===== src/rtl/fab_arbiter.sv =====
// ============================================================================
// fab_arbiter : two-port round-robin arbiter / sequencer for the fab datapath
// Revision    : 1.0 - initial release
// ============================================================================
`default_nettype none

module fab_arbiter #(
  parameter int TIMEOUT = 255
) (
  input  logic       clk,
  input  logic       reset,
  input  logic       req0,
  input  logic       req1,
  input  logic       lock0,
  input  logic       lock1,
  input  logic [1:0] op0,
  input  logic [1:0] op1,
  input  logic [7:0] in0,
  input  logic [7:0] in1,
  input  logic       fab_done,
  input  logic [7:0] fab_out,
  output logic       fab_s,
  output logic [1:0] fab_op,
  output logic [7:0] fab_in,
  output logic       ack0,
  output logic       ack1,
  output logic [7:0] result,
  output logic       err,
  output logic       owner,
  output logic       busy
);

  localparam logic [7:0] TIMEOUT_C = TIMEOUT[7:0];
  localparam logic [1:0] OP_RSVD   = 2'b11;

  typedef enum logic [1:0] {
    IDLE    = 2'd0,
    ISSUE   = 2'd1,
    RELEASE = 2'd2
  } state_t;

  state_t     state, state_d;
  logic       ptr, ptr_d;
  logic       lock_vld, lock_vld_d;
  logic       lock_id, lock_id_d;
  logic [7:0] cnt, cnt_d;
  logic       fab_s_d, ack0_d, ack1_d, err_d, owner_d;
  logic [1:0] fab_op_d;
  logic [7:0] fab_in_d, result_d;

  logic       gnt_vld, gnt;
  logic [1:0] gnt_op;
  logic       acking, ack_who, ack_err;

  always_comb begin
    state_d    = state;
    ptr_d      = ptr;
    lock_vld_d = lock_vld;
    lock_id_d  = lock_id;
    cnt_d      = cnt;
    fab_s_d    = fab_s;
    fab_op_d   = fab_op;
    fab_in_d   = fab_in;
    result_d   = result;
    owner_d    = owner;
    ack0_d     = 1'b0;
    ack1_d     = 1'b0;
    err_d      = 1'b0;
    gnt_vld    = 1'b0;
    gnt        = ptr;
    gnt_op     = 2'b00;
    acking     = 1'b0;
    ack_who    = owner;
    ack_err    = 1'b0;

    case (state)
      IDLE: begin
        // A held lock restricts arbitration to its owner until released.
        if (lock_vld) begin
          if (lock_id ? req1 : req0) begin
            gnt_vld = 1'b1;
            gnt     = lock_id;
          end else if (!(lock_id ? lock1 : lock0)) begin
            lock_vld_d = 1'b0;
          end
        end else if (req0 && req1) begin
          gnt_vld = 1'b1;
          gnt     = ptr;
        end else if (req0 || req1) begin
          gnt_vld = 1'b1;
          gnt     = req1;
        end

        if (gnt_vld) begin
          gnt_op   = gnt ? op1 : op0;
          fab_op_d = gnt_op;
          fab_in_d = gnt ? in1 : in0;
          owner_d  = gnt;
          if (gnt_op == OP_RSVD) begin
            acking  = 1'b1;
            ack_who = gnt;
            ack_err = 1'b1;
          end else begin
            fab_s_d = 1'b1;
            cnt_d   = 8'd1;
            state_d = ISSUE;
          end
        end
      end

      ISSUE: begin
        if (fab_done) begin
          result_d = fab_out;
          acking   = 1'b1;
          fab_s_d  = 1'b0;
          state_d  = RELEASE;
        end else if (cnt >= TIMEOUT_C) begin
          acking   = 1'b1;
          ack_err  = 1'b1;
          fab_s_d  = 1'b0;
          state_d  = RELEASE;
        end else begin
          cnt_d = cnt + 8'd1;
        end
      end

      RELEASE: begin
        if (!fab_done) state_d = IDLE;
      end

      default: state_d = IDLE;
    endcase

    if (acking) begin
      ack0_d     = ~ack_who;
      ack1_d     = ack_who;
      err_d      = ack_err;
      lock_vld_d = ack_who ? lock1 : lock0;
      lock_id_d  = ack_who;
      ptr_d      = ~ack_who;
    end
  end

  always_ff @(posedge clk) begin
    if (reset) begin
      state    <= IDLE;
      ptr      <= 1'b0;
      lock_vld <= 1'b0;
      lock_id  <= 1'b0;
      cnt      <= 8'd0;
      fab_s    <= 1'b0;
      fab_op   <= 2'b00;
      fab_in   <= 8'd0;
      ack0     <= 1'b0;
      ack1     <= 1'b0;
      result   <= 8'd0;
      err      <= 1'b0;
      owner    <= 1'b0;
      busy     <= 1'b0;
    end else begin
      state    <= state_d;
      ptr      <= ptr_d;
      lock_vld <= lock_vld_d;
      lock_id  <= lock_id_d;
      cnt      <= cnt_d;
      fab_s    <= fab_s_d;
      fab_op   <= fab_op_d;
      fab_in   <= fab_in_d;
      ack0     <= ack0_d;
      ack1     <= ack1_d;
      result   <= result_d;
      err      <= err_d;
      owner    <= owner_d;
      busy     <= (state_d != IDLE);
    end
  end

endmodule

`default_nettype wire


===== config.mk =====
export PLATFORM = sky130hd
export DESIGN_NAME = fab_arbiter
export DESIGN_NICKNAME = d
export VERILOG_FILES = /design/src/rtl/fab_arbiter.sv
export SDC_FILE = /design/constraint.sdc
export NUM_CORES = 1
export LEC_CHECK = 0
export CORE_ASPECT_RATIO = 1.75
export CORE_UTILIZATION = 45
export DETAILED_ROUTE_END_ITERATION = 16
export HOLD_SLACK_MARGIN = 0.05
export PLACE_DENSITY_LB_ADDON = 0.12
export SLEW_MARGIN = 40
export SYNTH_ARGS = -nofsm -noshare
export SYNTH_HDL_FRONTEND = slang
export SYNTH_SLANG_ARGS = --single-unit

===== constraint.sdc =====
create_clock -name clk -period 3.85 [get_ports clk]
set_clock_uncertainty 0.2 [all_clocks]
set_input_delay 0.385 -clock clk [delete_from_list [all_inputs] [get_ports clk]]
set_output_delay 0.385 -clock clk [all_outputs]
set_load 0.01 [all_outputs]

==> results of run 1 <==
## path summary, 6_finish.rpt
path | startpoint | to | slack (ns) | cells past startpoint
max | req0 | cnt[1]$_SDFFE_PP0P_ | 1.30 | 8
min | result[7]$_SDFFE_PP0P_ | result[7]$_SDFFE_PP0P_ | 0.25 | 2
max reg2reg | ptr$_SDFFE_PP0N_ | cnt[1]$_SDFFE_PP0P_ | 1.53 | 7
min reg2reg | result[7]$_SDFFE_PP0P_ | result[7]$_SDFFE_PP0P_ | 0.25 | 2
## final cells by class
class,count,area (um^2),area share (%)
inverter,2,7.51,0.310
sequential,37,741,30.6
clock buffer,7,86.3,3.57
clock inverter,1,30.0,1.24
tap,46,57.6,2.38
timing repair buffer,62,611,25.2
multi-input combinational,145,886,36.6
## where the power goes
part | internal (mW) | leakage (nW) | switching, mW
combinational | 0.135 | 0.559 | 0.121
clock | 0.211 | 0.0585 | 0.136
sequential | 0.419 | 0.303 | 0.0254
## worst max-delay path: cells and delay by family
kind / cells / cell delay [ns]
compound gates: 3 / 0.48
buf+inv: 2 / 0.79
mux: 1 / 0.44
simple gates: 2 / 0.45
## cells by family (layout without fill, tap and decap cells)
| family | Yosys count | after routing | synth area share (%) |
|---|---|---|---|
| AO/OA/AOI/OAI | 46 | 46 | 18.5 |
| XOR/XNOR | 6 | 6 | 3.14 |
| adder cells (fa/ha/maj) | 1 | 1 | 0.748 |
| buffers and inverters | 13 | 72 | 3.14 |
| flip-flops | 37 | 37 | 44.3 |
| multiplexers | 13 | 13 | 7.85 |
| AND/OR/NAND/NOR | 79 | 79 | 22.4 |
## registers in the layout (all words and copies together), names as in the netlist
| signal | count |
|---|---|
| cnt | 8 |
| fab_in | 8 |
| result | 8 |
| fab_op | 2 |
| state | 2 |
| ack0 | 1 |
| ack1 | 1 |
| busy | 1 |
| err | 1 |
| fab_s | 1 |
| lock_id | 1 |
| lock_vld | 1 |
| owner | 1 |
| ptr | 1 |
## stage by stage
stage | area [um^2] | setup WS [ns] | std cells
2_1_floorplan | 1670 | 1.71 | 195
3_3_place_gp | 2300 | 1.03 | 292
3_5_place_dp | 2300 | 0.979 | 292
4_1_cts | 2420 | 1.28 | 300
5_1_grt | 2420 | 1.14 | 300
6_report | 2420 | 1.30 | 300
## cells in the mapped netlist, types with 2 or more instances
library cell  instances  area [um^2]
dfxtp_1              37          741
nand2_1              22         82.6
a21oi_1              20          100
nor2_1               20         75.1
mux2i_1              12          120
a211oi_1             11         82.6
nor3_1                9         45.0
clkbuf_1              8         30.0
nand3_1               8         40.0
xor2_1                4         35.0
buf_2                 3         15.0
nand4_1               3         18.8
nor2b_1               3         18.8
o21ai_0               3         15.0
or3_1                 3         18.8
and3_1                2         12.5
nand2b_1              2         12.5
nand3b_1              2         15.0
xnor2_1               2         17.5
## per-layer routing
layer  vias up  GRT usage [%]  part of all wire (%)
met3         5           4.78                   3.4
met2        50           39.1                    55
met1       721           19.6                    39
met5         -              0                     0
li1        814              -                     -
met4         0           9.72                   2.0
==> key figures, run 1 <==
Critical path
  • Worst Setup End Kind: flip-flop
  • CP Launch Type: primary input
  • CP required: 3.85 ns
  • WP data arrival: roughly 2.6 ns
  • Crit path max fanout: 15
  • CP max stage cell: clkdlybuf4s50_1
  • Worst Path Class, Setup: primary input to flip-flop
  • Critical-path cell list: clkdlybuf4s50_1 -> nor2b_1 -> o21ai_1 -> a21oi_2 -> buf_4 -> mux2_2 -> and2_0 -> o41ai_2
  • CP peak stage delay: about 0.53 ns

Floorplan
  • DIE HEIGHT: a little over 80 um
  • Initial Util: a little under half
  • Die ar.: around 0.0040 mm^2
  • I/O pin cnt: between 50 and 60
  • Core Region: roughly 0.0036 mm^2
  • Die width: around 48 um
  • Row count: 29

Clock tree
  • Worst-path clk slew: 0.07 ns
  • Cts repair resizes: 0
  • Root Driver: clkbuf_8
  • Worst skew pair latency: between 0.2 and 0.3 ns
  • Cts-stage hold buffer count: 0
  • TritonCTS Buffers: 5
  • # Post-CTS Setup Buffers: 0
  • CTS Sinks: 37
  • Clock buffer depth: 2
  • H-tree depth: 2
  • TritonCTS clock tree: done

Timing
  • Setup repair after global routing missed its margin: false
  • FMAX: just under 0.4 GHz
  • Worst-Margin Slew: between 0.6 and 0.7 ns
  • Hold Slack: around 0.25 ns
  • Sum Neg Setup Slack: 0 ns
  • Fin crit share: approximately two thirds
  • Final Critical Period: 2.55 ns
  • Max_slew headroom: approximately 53%
  • Fin. Hold Viols: 0
  • Max-slew violations: 0
  • Final setup fails: 0

Outcome
  • Status: finished clean

Synthesis
  • Avg Cell Area, Syn: around 8.6 um^2
  • Syn Nets: about 230
  • Synth warn: 0
  • Mapped Area: approximately 0.0017 mm^2
  • Dominant synthesized flop cell: dfxtp_1
  • Syn Inst Count: a little under 200
  • Asr flop ratio synth: 0%
  • EDFF count, synth: 0
  • Yosys reg bits: 37
  • Seq/Total Area, Yosys: about 44%
  • Yosys cell types: 40

Drt
  • DRC errors left: 0
  • Detail Route Antenna Nets: 0
  • DR pass1 iterations: 4
  • Vias per cell: about 5.3
  • WL/cell: roughly 13 um
  • Via count: 1590
  • Detailed Route WL: between 3 and 4 mm
  • Iter 0 DRT Violations: 15

Pwr
  • Cell leakage power: roughly 0.92 nW
  • Peak VDD IR: about 310 uV
  • Total power: between 1 and 1.5 mW
  • Pwr/cell area: about 430 mW/mm^2

GRT
  • Global-route wire length before repair: slightly below 6 mm
  • Initial antenna violation count: 0
  • Grt ovf: 0
  • Largest net degree at the start of global routing: 24
  • Number of global-route vias before repair: 1396
  • Total track usage: 20.8%

Worst hold path
  • Hold Crit Class: flip-flop to flip-flop

Job
  • Max Cap Viol: 0

Cells and area
  • Most frequent cells in the layout: clkdlybuf4s50_1, dfxtp_1, nand2_1
  • Net total in the final layout: 289
  • Area grow syn2layout: 44.6%
  • Share of cells above drive strength 1: between 6 and 7%
  • ANT cells: 0
  • Filler instances: around 300
  • Commonest non-fill, non-tap cell in the layout: clkdlybuf4s50_1
  • Post-layout util: between 60% and 70%

Place
  • DP Wirelength: 2.82 mm
  • GP Congestion: 0.744
  • Port Buffers: 58
Power figures use the tool's default switching activity.
==> run 2: changes to the inputs <==
Settings changed: CORE_UTILIZATION 45 to 40.
Clock period 3.85 ns to 2.1 ns, I/O delays scaled along.
==> run 2 against run 1 <==
Against the previous run: setup slack got worse by 1.2 ns; routed wire length increased by 8.3%; first-iteration DRC count increased by 73%; core utilization decreased by 2.1 points; sequential power increased by 82%; power increased by 80%; combinational power increased by 110%; critical path type unchanged; cell count increased by 6.3%; global-route usage decreased by 0.32 points; non-clock buffer count increased by 17; critical path depth decreased by 2; highest routed layer unchanged.
==> key figures, run 2 (synthesis gave the netlist of run 1 again) <==
Outcome
  • Status: finished clean

Drt
  • Via count: 1675 (+5.3%)
  • Iter 0 DRT Violations: 26 (+11)
  • Detailed Route WL: 4.18 mm (+8.3%)
  • Detail Route Antenna Nets: 0 (unchanged)
  • DR pass1 iterations: 4 (unchanged)
  • DRC errors left: 0 (unchanged)
  • WL/cell: 13.1 um (+1.8%)
  • Vias per cell: 5.25 (-0.93%)

Cells and area
  • Top flop regs: cnt: 8 flops, fab_in: 8 flops, result: 8 flops
  • Area grow syn2layout: 53.8%
  • Post-layout util: 65.3% (-2.1 points)
  • Filler instances: 354 (+19%)
  • Most frequent cells in the layout: clkdlybuf4s50_1, dfxtp_1, nand2_1
  • Commonest non-fill, non-tap cell in the layout: clkdlybuf4s50_1
  • Post-Layout Inst Area: 0.00257 mm^2 (+6.4%)
  • ANT cells: 0 (unchanged)
  • Net total in the final layout: 306 (+5.9%)
  • Share of cells above drive strength 1: 13.3% (+6.6 points)

Critical path
  • WP data arrival: 2.04 ns (-0.51 ns)
  • WP depth: 6 (-2)
  • CP required: 2.12 ns (-1.73 ns)
  • Crit path from: req0
  • Reg2Reg Setup Slack: 0.09 ns (-1.44 ns)
  • CP peak stage delay: 0.51 ns (-0.02 ns)
  • CP max stage cell: clkdlybuf4s50_1
  • RR Startpoint: lock_id$_SDFFE_PP0N_
  • Critical-path cell list: clkdlybuf4s50_1 -> inv_2 -> o211a_1 -> or4_4 -> or3_1 -> a21oi_1
  • CP Launch Type: primary input
  • Crit-path leading delay family: simple AND/OR/NAND/NOR gates
  • Worst Path Class, Setup: primary input to flip-flop
  • Crit path to: lock_id$_SDFFE_PP0N_
  • Crit path max fanout: 5 (-10)
  • Worst Reg2Reg Path Length in Cells: 5 (-2)
  • Worst Setup End Kind: flip-flop
  • RR Endpoint: lock_id$_SDFFE_PP0N_
  • CP Buf/Inv Count: 2 (unchanged)

Place
  • Cell area after placement: 0.00244 mm^2 (+5.9%)
  • Port Buffers: 58 (unchanged)
  • GP Congestion: 0.824 (+11%)
  • DP Wirelength: 3.12 mm (+10%)

Timing
  • Max-slew violations: 0 (unchanged)
  • Worst-Margin Slew: 0.305 ns (-0.390 ns)
  • Setup repair after global routing missed its margin: false
  • Fin crit share: 96.2%
  • Max_slew headroom: 79.5% (+26 points)
  • Final setup fails: 0 (unchanged)
  • Fin. Hold Viols: 0 (unchanged)
  • Sum Neg Setup Slack: 0 ns (unchanged)
  • Final Critical Period: about 2 ns
  • FMAX: 0.495 GHz

GRT
  • Total track usage: 20.5% (-0.32 points)
  • Global-route wire length before repair: 6.78 mm (+17%)
  • Largest net degree at the start of global routing: 39 (+63%)
  • Number of global-route vias before repair: 1612 (+15%)
  • Grt ovf: 0 (unchanged)
  • Initial antenna violation count: 0 (unchanged)

Clock tree
  • Root Driver: clkbuf_8
  • TritonCTS clock tree: done
  • TritonCTS Buffers: 5 (unchanged)
  • Cts-stage hold buffer count: 0 (unchanged)
  • Clock buffer depth: 2 (unchanged)
  • Worst skew pair latency: 0.28 ns (about the same)
  • Worst-path clk slew: 0.07 ns (about the same)
  • CTS Sinks: 37 (unchanged)
  • H-tree depth: 2 (unchanged)

Pwr
  • Cell leakage power: 1.02 nW (+11%)
  • Pwr/cell area: 734 mW/mm^2 (+70%)
  • Peak VDD IR: 429 uV (+38%)

Floorplan
  • Die width: 50.9 um (+5.8%)
  • Core Region: 0.00394 mm^2 (+9.7%)
  • Initial Util: 42.4% (-4.1 points)
  • DIE HEIGHT: 87.6 um (+5.9%)
  • I/O pin cnt: 59 (unchanged)
  • Die ar.: 0.00445 mm^2 (+12%)
  • Row count: 30 (+3.4%)

Worst hold path
  • Hold Crit Class: flip-flop to flip-flop
  • Min-delay src: result[0]$_SDFFE_PP0P_

Job
  • Max Cap Viol: 0 (unchanged)
-- run 2: cell count changes in the layout (fill, tap and decap cells not counted), sizes merged --
cell | before | now
buf | 4 | 21
bufinv | 1 | 0
clkdlybuf4s50 | 58 | 57
clkinv | 0 | 1
dlymetal6s2s | 0 | 1
-- run 2: worst min-delay path by stage --
stage / slack, ns / end / depth (start not counted)
6_report: 0.25 / result[0]$_SDFFE_PP0P_ / 2
5_1_grt: 0.27 / result[2]$_SDFFE_PP0P_ / 2
4_1_cts: 0.26 / result[3]$_SDFFE_PP0P_ / 2
3_5_place_dp: 0.25 / result[3]$_SDFFE_PP0P_ / 2
3_3_place_gp: 0.24 / result[6]$_SDFFE_PP0P_ / 2
2_1_floorplan: 0.16 / result[0]$_SDFFE_PP0P_ / 2
-- run 2: final cells by class --
cell class	count	area [um^2]	area share (%)
Timing Repair Buffer	79	753	29.3
Multi-Input combinational cell	145	910	35.4
Inverter	2	7.51	0.292
Sequential cell	37	741	28.8
Clock inverter	1	5.00	0.195
Clock buffer	7	96.3	3.75
Tap cell	48	60.1	2.33
-- run 2: per-layer routing --
metal / share of wire (%) / track usage, % / wire length (um)
met1: 38 / 18.1 / 1570
met2: 56 / 40.2 / 2340
met3: 3.8 / 4.34 / 160
met4: 2.5 / 12.6 / 105
met5: 0 / 0 / 0
-- run 2: worst reg2reg max path, stage by stage, from the launching register on --
cell,delay [ns]
dfxtp_1,0.44
nand2_1,0.09
o211a_1,0.15
or4_4,0.51
or3_1,0.42
a21oi_1,0.14
-- run 2: timing repair --
action | CTS | global route
setup endpoints to repair | 0 | 19
gates resized for setup | 0 | 5
setup buffers | 0 | 1
-- run 2: through the flow --
step | power [mW] | hold slack (ns) | setup slack [ns] | cells
6_report | 1.89 | 0.254 | 0.0806 | 319
2_1_floorplan | 1.07 | 0.158 | 0.00437 | 195
3_3_place_gp | 1.35 | 0.241 | -0.209 | 310
5_1_grt | 1.99 | 0.275 | 0.000682 | 319
4_1_cts | 1.89 | 0.258 | 0.0438 | 318
3_5_place_dp | 1.35 | 0.248 | -0.251 | 310
-- run 2: where the power goes --
part,total [mW],internal [mW],switching [mW],leakage [nW]
Sequential,0.810,0.767,0.0430,0.303
Clock,0.538,0.296,0.241,0.0542
Combinational,0.540,0.299,0.241,0.666
